==> src/rtl/dsc_pkg.sv <==
// Shared definitions for the dual-slope conversion sequencer: state encoding,
// default phase limits, result width and the phase-to-limit helper.
package dsc_pkg;

  localparam int RES_W = 16;

  localparam logic [2:0] ST_IDLE   = 3'd0;
  localparam logic [2:0] ST_AZ     = 3'd1;
  localparam logic [2:0] ST_INT    = 3'd2;
  localparam logic [2:0] ST_DEINT  = 3'd3;
  localparam logic [2:0] ST_REPORT = 3'd4;

  localparam logic [RES_W-1:0] AZ_CYCLES_DEF  = 16'd1000;
  localparam logic [RES_W-1:0] INT_CYCLES_DEF = 16'd1000;
  localparam logic [RES_W-1:0] DEINT_MAX_DEF  = 16'd2047;

  // Counter limit to present while the sequencer sits in a given state.
  function automatic logic [RES_W-1:0] phase_limit(
    input logic [2:0]       st,
    input logic [RES_W-1:0] az_lim,
    input logic [RES_W-1:0] int_lim,
    input logic [RES_W-1:0] deint_lim
  );
    logic [RES_W-1:0] lim;
    case (st)
      ST_AZ:    lim = az_lim;
      ST_INT:   lim = int_lim;
      ST_DEINT: lim = deint_lim;
      default:  lim = 16'd0;
    endcase
    return lim;
  endfunction

endpackage

==> src/rtl/dual_slope_ctrl_if.sv <==
// Handshake between the conversion sequencer (master) and the timing counter (slave).
interface dual_slope_ctrl_if;
  import dsc_pkg::*;

  logic             en;
  logic [RES_W-1:0] limit;
  logic             busy;
  logic             done;
  logic [RES_W-1:0] count;

  modport master (output en, limit, input busy, done, count);
  modport slave  (input en, limit, output busy, done, count);
endinterface

==> src/rtl/dual_slope_ctrl_cmp_sync.sv <==
// Two-flop synchronizer for the asynchronous integrator comparator.
module cmp_sync (
  input  logic clk_i,
  input  logic rst_i,
  input  logic d_i,
  output logic q_o
);

  logic sync1_d, sync1_q;
  logic sync2_d, sync2_q;

  always_comb begin
    sync1_d = d_i;
    sync2_d = sync1_q;
  end

  always_ff @(posedge clk_i or posedge rst_i) begin
    if (rst_i) begin
      sync1_q <= 1'b0;
      sync2_q <= 1'b0;
    end else begin
      sync1_q <= sync1_d;
      sync2_q <= sync2_d;
    end
  end

  assign q_o = sync2_q;

endmodule

==> src/rtl/dual_slope_ctrl.sv <==
// Dual-slope conversion phase sequencer. Define DSC_AUTOZERO_EN to run an
// autozero phase before each integrate phase; otherwise IDLE goes straight to INT.
module dual_slope_ctrl
  import dsc_pkg::*;
#(
  parameter logic [RES_W-1:0] AZ_CYCLES  = AZ_CYCLES_DEF,
  parameter logic [RES_W-1:0] INT_CYCLES = INT_CYCLES_DEF,
  parameter logic [RES_W-1:0] DEINT_MAX  = DEINT_MAX_DEF
) (
  input  logic                clk_i,
  input  logic                rst_i,
  input  logic                start_i,
  input  logic                cmp_i,
  dual_slope_ctrl_if.master   cnt,
  output logic                sw_az_o,
  output logic                sw_vin_o,
  output logic                sw_ref_o,
  output logic                ref_neg_o,
  output logic                busy_o,
  output logic                valid_o,
  output logic [RES_W-1:0]    result_o,
  output logic                sign_o,
  output logic                overrange_o
);

`ifdef DSC_AUTOZERO_EN
  localparam logic [2:0] FIRST_PHASE = ST_AZ;
`else
  localparam logic [2:0] FIRST_PHASE = ST_INT;
`endif

  logic cmp_s;
  logic trip_s;

  logic [2:0]       state_d, state_q;
  logic             tripped_d, tripped_q;
  logic [RES_W-1:0] cap_d, cap_q;
  logic             sign_d, sign_q;
  logic             ref_neg_d, ref_neg_q;
  logic [RES_W-1:0] result_d, result_q;
  logic             sign_out_d, sign_out_q;
  logic             ovr_d, ovr_q;
  logic             cnt_en_d, cnt_en_q;
  logic [RES_W-1:0] cnt_limit_d, cnt_limit_q;
  logic             sw_az_d, sw_az_q;
  logic             sw_vin_d, sw_vin_q;
  logic             sw_ref_d, sw_ref_q;
  logic             busy_d, busy_q;
  logic             valid_d, valid_q;

  cmp_sync u_cmp_sync (
    .clk_i (clk_i),
    .rst_i (rst_i),
    .d_i   (cmp_i),
    .q_o   (cmp_s)
  );

  // Zero-crossing: integrator has returned to the polarity opposite its charge.
  assign trip_s = (state_q == ST_DEINT) && !tripped_q && (cmp_s == sign_q);

  always_comb begin
    state_d    = state_q;
    tripped_d  = tripped_q;
    cap_d      = cap_q;
    sign_d     = sign_q;
    ref_neg_d  = ref_neg_q;
    result_d   = result_q;
    sign_out_d = sign_out_q;
    ovr_d      = ovr_q;

    case (state_q)
      ST_IDLE: begin
        tripped_d = 1'b0;
        if (start_i && !cnt.busy) begin
          state_d = FIRST_PHASE;
        end else begin
          state_d = ST_IDLE;
        end
      end
      ST_AZ: begin
        if (cnt.done) begin
          state_d = ST_INT;
        end else begin
          state_d = ST_AZ;
        end
      end
      ST_INT: begin
        if (cnt.done) begin
          sign_d    = ~cmp_s;
          ref_neg_d = cmp_s;
          state_d   = ST_DEINT;
        end else begin
          state_d   = ST_INT;
        end
      end
      ST_DEINT: begin
        if (trip_s) begin
          tripped_d = 1'b1;
          cap_d     = cnt.count;
        end else begin
          tripped_d = tripped_q;
        end
        // A crossing in the done cycle itself still counts as in range.
        if (cnt.done) begin
          state_d    = ST_REPORT;
          sign_out_d = sign_q;
          ovr_d      = ~(tripped_q | trip_s);
          if (tripped_q) begin
            result_d = cap_q;
          end else if (trip_s) begin
            result_d = cnt.count;
          end else begin
            result_d = DEINT_MAX;
          end
        end else begin
          state_d = ST_DEINT;
        end
      end
      ST_REPORT: state_d = ST_IDLE;
      default:   state_d = ST_IDLE;
    endcase

    // Registered outputs follow the next state so they change on the transition edge.
    cnt_en_d    = (state_d == ST_AZ) || (state_d == ST_INT) || (state_d == ST_DEINT);
    cnt_limit_d = phase_limit(state_d, AZ_CYCLES, INT_CYCLES, DEINT_MAX);
`ifdef DSC_AUTOZERO_EN
    sw_az_d     = (state_d == ST_AZ);
`else
    sw_az_d     = 1'b0;
`endif
    sw_vin_d    = (state_d == ST_INT);
    sw_ref_d    = (state_d == ST_DEINT);
    busy_d      = (state_d != ST_IDLE);
    valid_d     = (state_d == ST_REPORT);
  end

  always_ff @(posedge clk_i or posedge rst_i) begin
    if (rst_i) begin
      state_q     <= ST_IDLE;
      tripped_q   <= 1'b0;
      cap_q       <= 16'd0;
      sign_q      <= 1'b0;
      ref_neg_q   <= 1'b0;
      result_q    <= 16'd0;
      sign_out_q  <= 1'b0;
      ovr_q       <= 1'b0;
      cnt_en_q    <= 1'b0;
      cnt_limit_q <= 16'd0;
      sw_az_q     <= 1'b0;
      sw_vin_q    <= 1'b0;
      sw_ref_q    <= 1'b0;
      busy_q      <= 1'b0;
      valid_q     <= 1'b0;
    end else begin
      state_q     <= state_d;
      tripped_q   <= tripped_d;
      cap_q       <= cap_d;
      sign_q      <= sign_d;
      ref_neg_q   <= ref_neg_d;
      result_q    <= result_d;
      sign_out_q  <= sign_out_d;
      ovr_q       <= ovr_d;
      cnt_en_q    <= cnt_en_d;
      cnt_limit_q <= cnt_limit_d;
      sw_az_q     <= sw_az_d;
      sw_vin_q    <= sw_vin_d;
      sw_ref_q    <= sw_ref_d;
      busy_q      <= busy_d;
      valid_q     <= valid_d;
    end
  end

  assign cnt.en      = cnt_en_q;
  assign cnt.limit   = cnt_limit_q;
  assign sw_az_o     = sw_az_q;
  assign sw_vin_o    = sw_vin_q;
  assign sw_ref_o    = sw_ref_q;
  assign ref_neg_o   = ref_neg_q;
  assign busy_o      = busy_q;
  assign valid_o     = valid_q;
  assign result_o    = result_q;
  assign sign_o      = sign_out_q;
  assign overrange_o = ovr_q;

endmodule

==> src/flat_wrapper.sv <==
// flat-port wrapper written by rule: the top's interface ports become plain ports
module dual_slope_ctrl_flat import dsc_pkg::*;
#(
  parameter logic [RES_W-1:0] AZ_CYCLES  = AZ_CYCLES_DEF,
  parameter logic [RES_W-1:0] INT_CYCLES = INT_CYCLES_DEF,
  parameter logic [RES_W-1:0] DEINT_MAX  = DEINT_MAX_DEF
)
  (clk_i, rst_i, start_i, cmp_i, sw_az_o, sw_vin_o, sw_ref_o, ref_neg_o, busy_o, valid_o, result_o, sign_o, overrange_o, cnt_en, cnt_limit, cnt_busy, cnt_done, cnt_count);
  dual_slope_ctrl_if cnt_i ();
  input  logic clk_i;
  input  logic rst_i;
  input  logic start_i;
  input  logic cmp_i;
  output logic sw_az_o;
  output logic sw_vin_o;
  output logic sw_ref_o;
  output logic ref_neg_o;
  output logic busy_o;
  output logic valid_o;
  output logic [RES_W-1:0] result_o;
  output logic sign_o;
  output logic overrange_o;
  output wire logic [$bits(cnt_i.en)-1:0] cnt_en;
  output wire logic [$bits(cnt_i.limit)-1:0] cnt_limit;
  input wire logic [$bits(cnt_i.busy)-1:0] cnt_busy;
  input wire logic [$bits(cnt_i.done)-1:0] cnt_done;
  input wire logic [$bits(cnt_i.count)-1:0] cnt_count;
  assign cnt_en = cnt_i.en;
  assign cnt_limit = cnt_i.limit;
  assign cnt_i.busy = cnt_busy;
  assign cnt_i.done = cnt_done;
  assign cnt_i.count = cnt_count;
  dual_slope_ctrl #(.AZ_CYCLES(AZ_CYCLES), .INT_CYCLES(INT_CYCLES), .DEINT_MAX(DEINT_MAX)) u_core (.clk_i(clk_i), .rst_i(rst_i), .start_i(start_i), .cmp_i(cmp_i), .cnt(cnt_i), .sw_az_o(sw_az_o), .sw_vin_o(sw_vin_o), .sw_ref_o(sw_ref_o), .ref_neg_o(ref_neg_o), .busy_o(busy_o), .valid_o(valid_o), .result_o(result_o), .sign_o(sign_o), .overrange_o(overrange_o));
endmodule
==> config.mk <==
export PLATFORM = sky130hd
export DESIGN_NAME = dual_slope_ctrl_flat
export DESIGN_NICKNAME = d
export VERILOG_FILES = /design/src/rtl/dsc_pkg.sv /design/src/rtl/dual_slope_ctrl_if.sv /design/src/rtl/dual_slope_ctrl_cmp_sync.sv /design/src/rtl/dual_slope_ctrl.sv /design/src/flat_wrapper.sv
export SDC_FILE = /design/constraint.sdc
export NUM_CORES = 1
export LEC_CHECK = 0
export BUFFER_PORTS_ARGS = -buffer_cell sky130_fd_sc_hd__buf_2
export CAP_MARGIN = 20
export CORE_ASPECT_RATIO = 2
export CORE_MARGIN = 5
export CORE_UTILIZATION = 50
export CTS_CLUSTER_SIZE = 40
export DETAILED_ROUTE_END_ITERATION = 8
export GPL_TIMING_DRIVEN = 0
export PLACE_DENSITY = 0.77
export SYNTH_ARGS = -nofsm -noshare
export SYNTH_HDL_FRONTEND = slang
export SYNTH_SLANG_ARGS = --single-unit
==> constraint.sdc <==
create_clock -name clk_i -period 2 [get_ports clk_i]
set_clock_uncertainty 0.2 [all_clocks]
set_input_delay 0.5 -clock clk_i [delete_from_list [all_inputs] [get_ports clk_i]]
set_output_delay 0.5 -clock clk_i [all_outputs]
set_load 0.01 [all_outputs]
---- Yosys cells after proc, flatten, opt, wreduce, memory -nomap -nowiden ----
Cells that the tools add are included.
storage, ports and cells
  memory bits (writable) .................. 0
  word-level logic and storage cells ...... 53
  register bits ........................... 58
  memory bits (read-only) ................. 0
  output and inout bits ................... 41
  memories kept ........................... 0
  bits in latches ......................... 0
cells by class
  $mul .................................... 0
  equal/unequal tests ..................... 9
  shifts and indexed selects .............. 0
  $lt $le $gt $ge ......................... 0
  bitwise operators ....................... 3
  div/mod/pow operators ................... 0
  multiplexer cells ....................... 10
  add/subtract/negate cells ............... 0
  reductions and logical operators ........ 15
operator list
  operator                                                               number
  16-bit two-way mux                                                     2
  11-bit case mux with 2 select lines                                    1
  3-bit by 2-bit equality test with 1-bit output, second input constant  4
  3-bit case mux with 4 select lines                                     1
  2-bit AND reduction                                                    4
  3-bit by 1-bit equality test with 1-bit output, second input constant  2
  2-bit two-way mux                                                      2
  3-bit equality test, second input constant                             1
  1-bit logical AND                                                      3
  3-bit zero test                                                        1
  3-bit two-way mux                                                      1
  3-bit nonzero test                                                     1
  1-bit zero test                                                        2
  1-bit logical OR                                                       2
  1-bit two-way mux                                                      2
  2-bit by 1-bit != test with 1-bit output, second input constant        1
  1-bit NOT                                                              2
  1-bit case mux with 2 select lines                                     1
  2-bit nonzero test                                                     1
  2-bit OR reduction                                                     1
  1-bit equality test                                                    1
  1-bit bitwise OR                                                       1

---- Longest topological paths before layout ----
  depth after elaboration ................. 7
  gate-level depth with buffers ........... 6
  depth with buffers taken out ............ 3

---- Modules after synthesis ----
From an unflattened synthesis, not the netlist that was laid out.
unflattened totals
  cell total of the unflattened synthesis .. 195
  area total of the unflattened synthesis .. 2,185.8 um^2
by module, submodules not included
  module           instances  area an instance (um^2)  cells each  sequential area each (um^2)
  dual_slope_ctrl  1          2,132.0                  192         1,126.1
  cmp_sync         1          53.8                     3           50.0

---- Worst setup path after synthesis ----
Ideal clock, no wire load.
  path kind ............................... flip-flop to flip-flop
  start ................................... reg u_core.tripped_q
  end ..................................... reg u_core.cap_q[0]
  clock period less this slack ............ 1.685 ns
  setup time .............................. 0.125 ns
  buffers on the path ..................... 2
  arrival ................................. 1.360 ns
  data required time ...................... 1.675 ns
  path slack .............................. 0.315 ns
  stages on the path, launching flop included .. 6
  cells stage by stage .................... dfrtp_1 -> buf_6 -> and4bb_4 -> nand2_4 -> buf_6 -> mux2_4
between the ends
  longest elaborated chain between the ends .. 4
ends and longest elaborated chain
  what                            line                    source
  from (decl)                     dual_slope_ctrl.sv:36   logic tripped_d, tripped_q;
  from (signal assigned)          dual_slope_ctrl.sv:156  tripped_q <= tripped_d;
  1-bit zero test                 dual_slope_ctrl.sv:59   assign trip_s = (state_q == ST_DEINT) && !tripped_q && (cmp_s == sign_q);
  1-bit logical AND (2 in a row)  dual_slope_ctrl.sv:59
  2-bit AND reduction (no line)   -
  to (signal assigned)            dual_slope_ctrl.sv:157  cap_q <= cap_d;
  to (decl)                       dual_slope_ctrl.sv:37   logic [RES_W-1:0] cap_d, cap_q;
Every way passes these cells.
A chain may end at the register's enable or synchronous reset.

---- Worst setup path after layout ----
  start ................................... reg u_core.tripped_q
  end ..................................... reg u_core.result_q[6] (netlist: u_core.result_o[6])
between the ends
  longest elaborated chain between the ends .. 5
ends and longest elaborated chain
  what                            line                    source
  1-bit zero test                 dual_slope_ctrl.sv:59
  1-bit logical AND (2 in a row)  dual_slope_ctrl.sv:59
  16-bit two-way mux              dual_slope_ctrl.sv:110  end else if (trip_s) begin
  16-bit two-way mux (*)          dual_slope_ctrl.sv:108  if (tripped_q) begin
  to (signal assigned)            dual_slope_ctrl.sv:160  result_q <= result_d;
  to (decl)                       dual_slope_ctrl.sv:40   logic [RES_W-1:0] result_d, result_q;
Mark *: on every way between the ends. The rest lies on a longest branch, timed or not.

==> run metrics <==
status=finished clean; Finished Core Util=62.64%; worst-path maximum fanout=10; GRT Util Overall=15.72%; Avg WL per Cell=13.58 um; syn avg cell area=11.39 um^2; Cell Rows=34; HPWL Detailed=3214 um; most common cell after layout, fill and taps aside=buf_2; Tcrit/Tclk final=91.03%; post-layout min period=1.821 ns; Total Power=4.169 mW; grt ovf=0; ANT nets after route=0; slowest cell on the critical path=and4bb_4; startpoint type of the worst setup path=flop; fin area=2691 um^2; I/O pins=63; worst-path cell chain=buf_6 -> and4bb_4 -> and2_0 -> buf_2 -> buf_4 -> a21oi_1; Core Box Area=4297 um^2; dpl cell area=2569 um^2; Die ar.=5877 um^2; cells after synthesis=192; worst vdd ir=0.0007966 V; initial antenna violation count=0; maximum clock path buffer count=2; Fin. Hold Viols=0; clock sinks=47; vias in the first global route=1530; RSZ-0062 raised after global routing=no; leak pwr=1.391 nW; Synth Warn #=0; H-tree levels=2; vias per std cell=4.807; Arrival @ worst endpoint=1.81 ns; slowest stage delay, CP=0.40 ns; Final nets=283; die height=103.5 um; commonest cells after routing, fill and taps aside=buf_2 (60), dfrtp_1 (47), a21oi_1 (21), buf_4 (19), nor2_1 (14); drt pass-1 iters=4; first-pass GRT wire length=7369 um; Ant. Diodes=0; Die Wd=56.77 um; Cell Area, Synth=2187 um^2; Clock Latency Late Sink=0.30 ns; headroom to the max-slew limit=66.68%; Synth Register Bits=47; Final setup viols=0; CTS tree=done; Max Freq=549.3 MHz; crit path capture type=flop; RePlAce Congestion=0.7595; Starting Density=50.90%; DRT Wirelength=4292 um; measured slew at the worst slew-check pin=0.4974 ns; post-synthesis sequential area ratio=53.78%; Area Overhead vs Synth=23.05%; Final Max Tran Viols=0; layout cells sized above 1=40.84%; DRT iter0 DRCs=33; root buffer cell=clkbuf_8; DRC=0; Inserted Clock Buffers=5; Crit Path Category=flop to flop; PortBufs=55; largest net degree at the start of global routing=39; Max Cap Violations=0; synth unique cells=30; Required @ worst endpoint=1.99 ns; PD cells=1549 nW/um^2; worst reg-to-reg setup slack=0.18 ns; # Post-CTS Setup Buffers=0; HP Class=input pin to flop; DR vias=1519; Clock transition at path regs=0.09 ns
-- flip-flops by register name (all words and copies together), names as in the netlist --
| register | flops |
|---|---|
| u_core.ref_neg_o | 1 |
| u_core.busy_o | 1 |
| u_core.tripped_q | 1 |
| u_core.u_cmp_sync.sync1_q | 1 |
| u_core.overrange_o | 1 |
| u_core.u_cmp_sync.q_o | 1 |
| u_core.valid_o | 1 |
| u_core.cap_q | 16 |
| u_core.cnt.limit | 2 |
| u_core.state_q | 3 |
| u_core.sign_q | 1 |
| u_core.sign_o | 1 |
| u_core.sw_vin_o | 1 |
| u_core.result_o | 16 |
-- critical path: cells and delay by family (launching register included) --
family	cells	cell delay, ns
compound gates	1	0.09
buf+inv	3	0.51
flops	1	0.38
simple gates	2	0.53
-- routing by layer --
metal | up-vias | wire length, um | global-route usage, %
met5 | - | 0 | 0
met3 | 6 | 240 | 3.611
li1 | 757 | - | -
met1 | 720 | 1627 | 17.90
met4 | 0 | 69 | 5.473
met2 | 36 | 2355 | 28.06
-- power breakdown --
group	switching (mW)	internal, mW	total, mW	leakage [nW]
clock network	0.309	0.372	0.681	0.0581
registers	0.227	1.39	1.62	0.534
logic	0.905	0.964	1.87	0.799
-- repair_timing --
item	CTS	global route
resized for setup	0	0
hold buffers	1	0
hold endpoints to repair	9	0
-- Yosys cell counts (all sizes together) --
master	n	area, um^2
a2bb2oi	5	43.79
nor2b	1	6.260
nor2	14	52.55
xnor2	2	25.03
nand2b	6	37.54
dfrtp	47	1176
nor3	2	10.01
a21oi	21	105.1
nand2	4	22.52
and3	1	6.260
mux2i	11	110.1
nand3b	1	7.510
inv	9	33.78
and4bb	1	16.27
or2b	7	52.55
buf	26	190.2
o21ai	6	30.03
and2	1	6.260
nand3	6	30.03
o31ai	2	15.01
clkbuf	3	11.26
conb	1	3.750
a31oi	1	6.260
nand4b	1	8.760
mux2	13	180.2
-- logic make-up after synthesis --
group           synth area share (%)
flops                          53.78
simple gates                   11.73
buf+inv                        10.75
compound gates                 9.153
mux                            13.27
xor+xnor                       1.144
other cells                   0.1715
-- through the flow --
stage | std cells | setup slack (ns) | hold WS (ns) | setup TNS (ns)
3_3_place_gp | 306 | -0.3753 | 0.1335 | -17.48
5_1_grt | 316 | 0.06310 | 0.1008 | 0
2_1_floorplan | 197 | 0.1839 | 0.1312 | 0
3_5_place_dp | 307 | 0.04333 | 0.1364 | 0
4_1_cts | 316 | 0.1313 | 0.1017 | 0
6_report | 316 | 0.1794 | 0.1102 | 0
-- area by class of cell --
type / count / area (um^2)
multi-input cells: 112 / 794.5
plain buffers: 29 / 201.4
fillers: 386 / 1605
well taps: 54 / 67.56
repair buffers: 57 / 305.3
clock inverters: 3 / 43.79
clock buffers: 5 / 68.82
inverters: 9 / 33.78
flip-flops and latches: 47 / 1176
-- worst paths after layout --
check / end / start / depth (start not counted)
min in group asynchronous: u_core.busy_o$_DFF_PP0_ / rst_i / 3
max reg2reg: u_core.result_o[6]$_DFFE_PP0P_ / u_core.tripped_q$_DFFE_PP0P_ / 6
min reg2reg: u_core.u_cmp_sync.q_o$_DFF_PP0_ / u_core.u_cmp_sync.sync1_q$_DFF_PP0_ / 0
max: u_core.result_o[6]$_DFFE_PP0P_ / u_core.tripped_q$_DFFE_PP0P_ / 6
max in group asynchronous: u_core.result_o[9]$_DFFE_PP0P_ / rst_i / 4
min: u_core.u_cmp_sync.sync1_q$_DFF_PP0_ / cmp_i / 1
No activity file was read; power rests on OpenSTA's default activity.
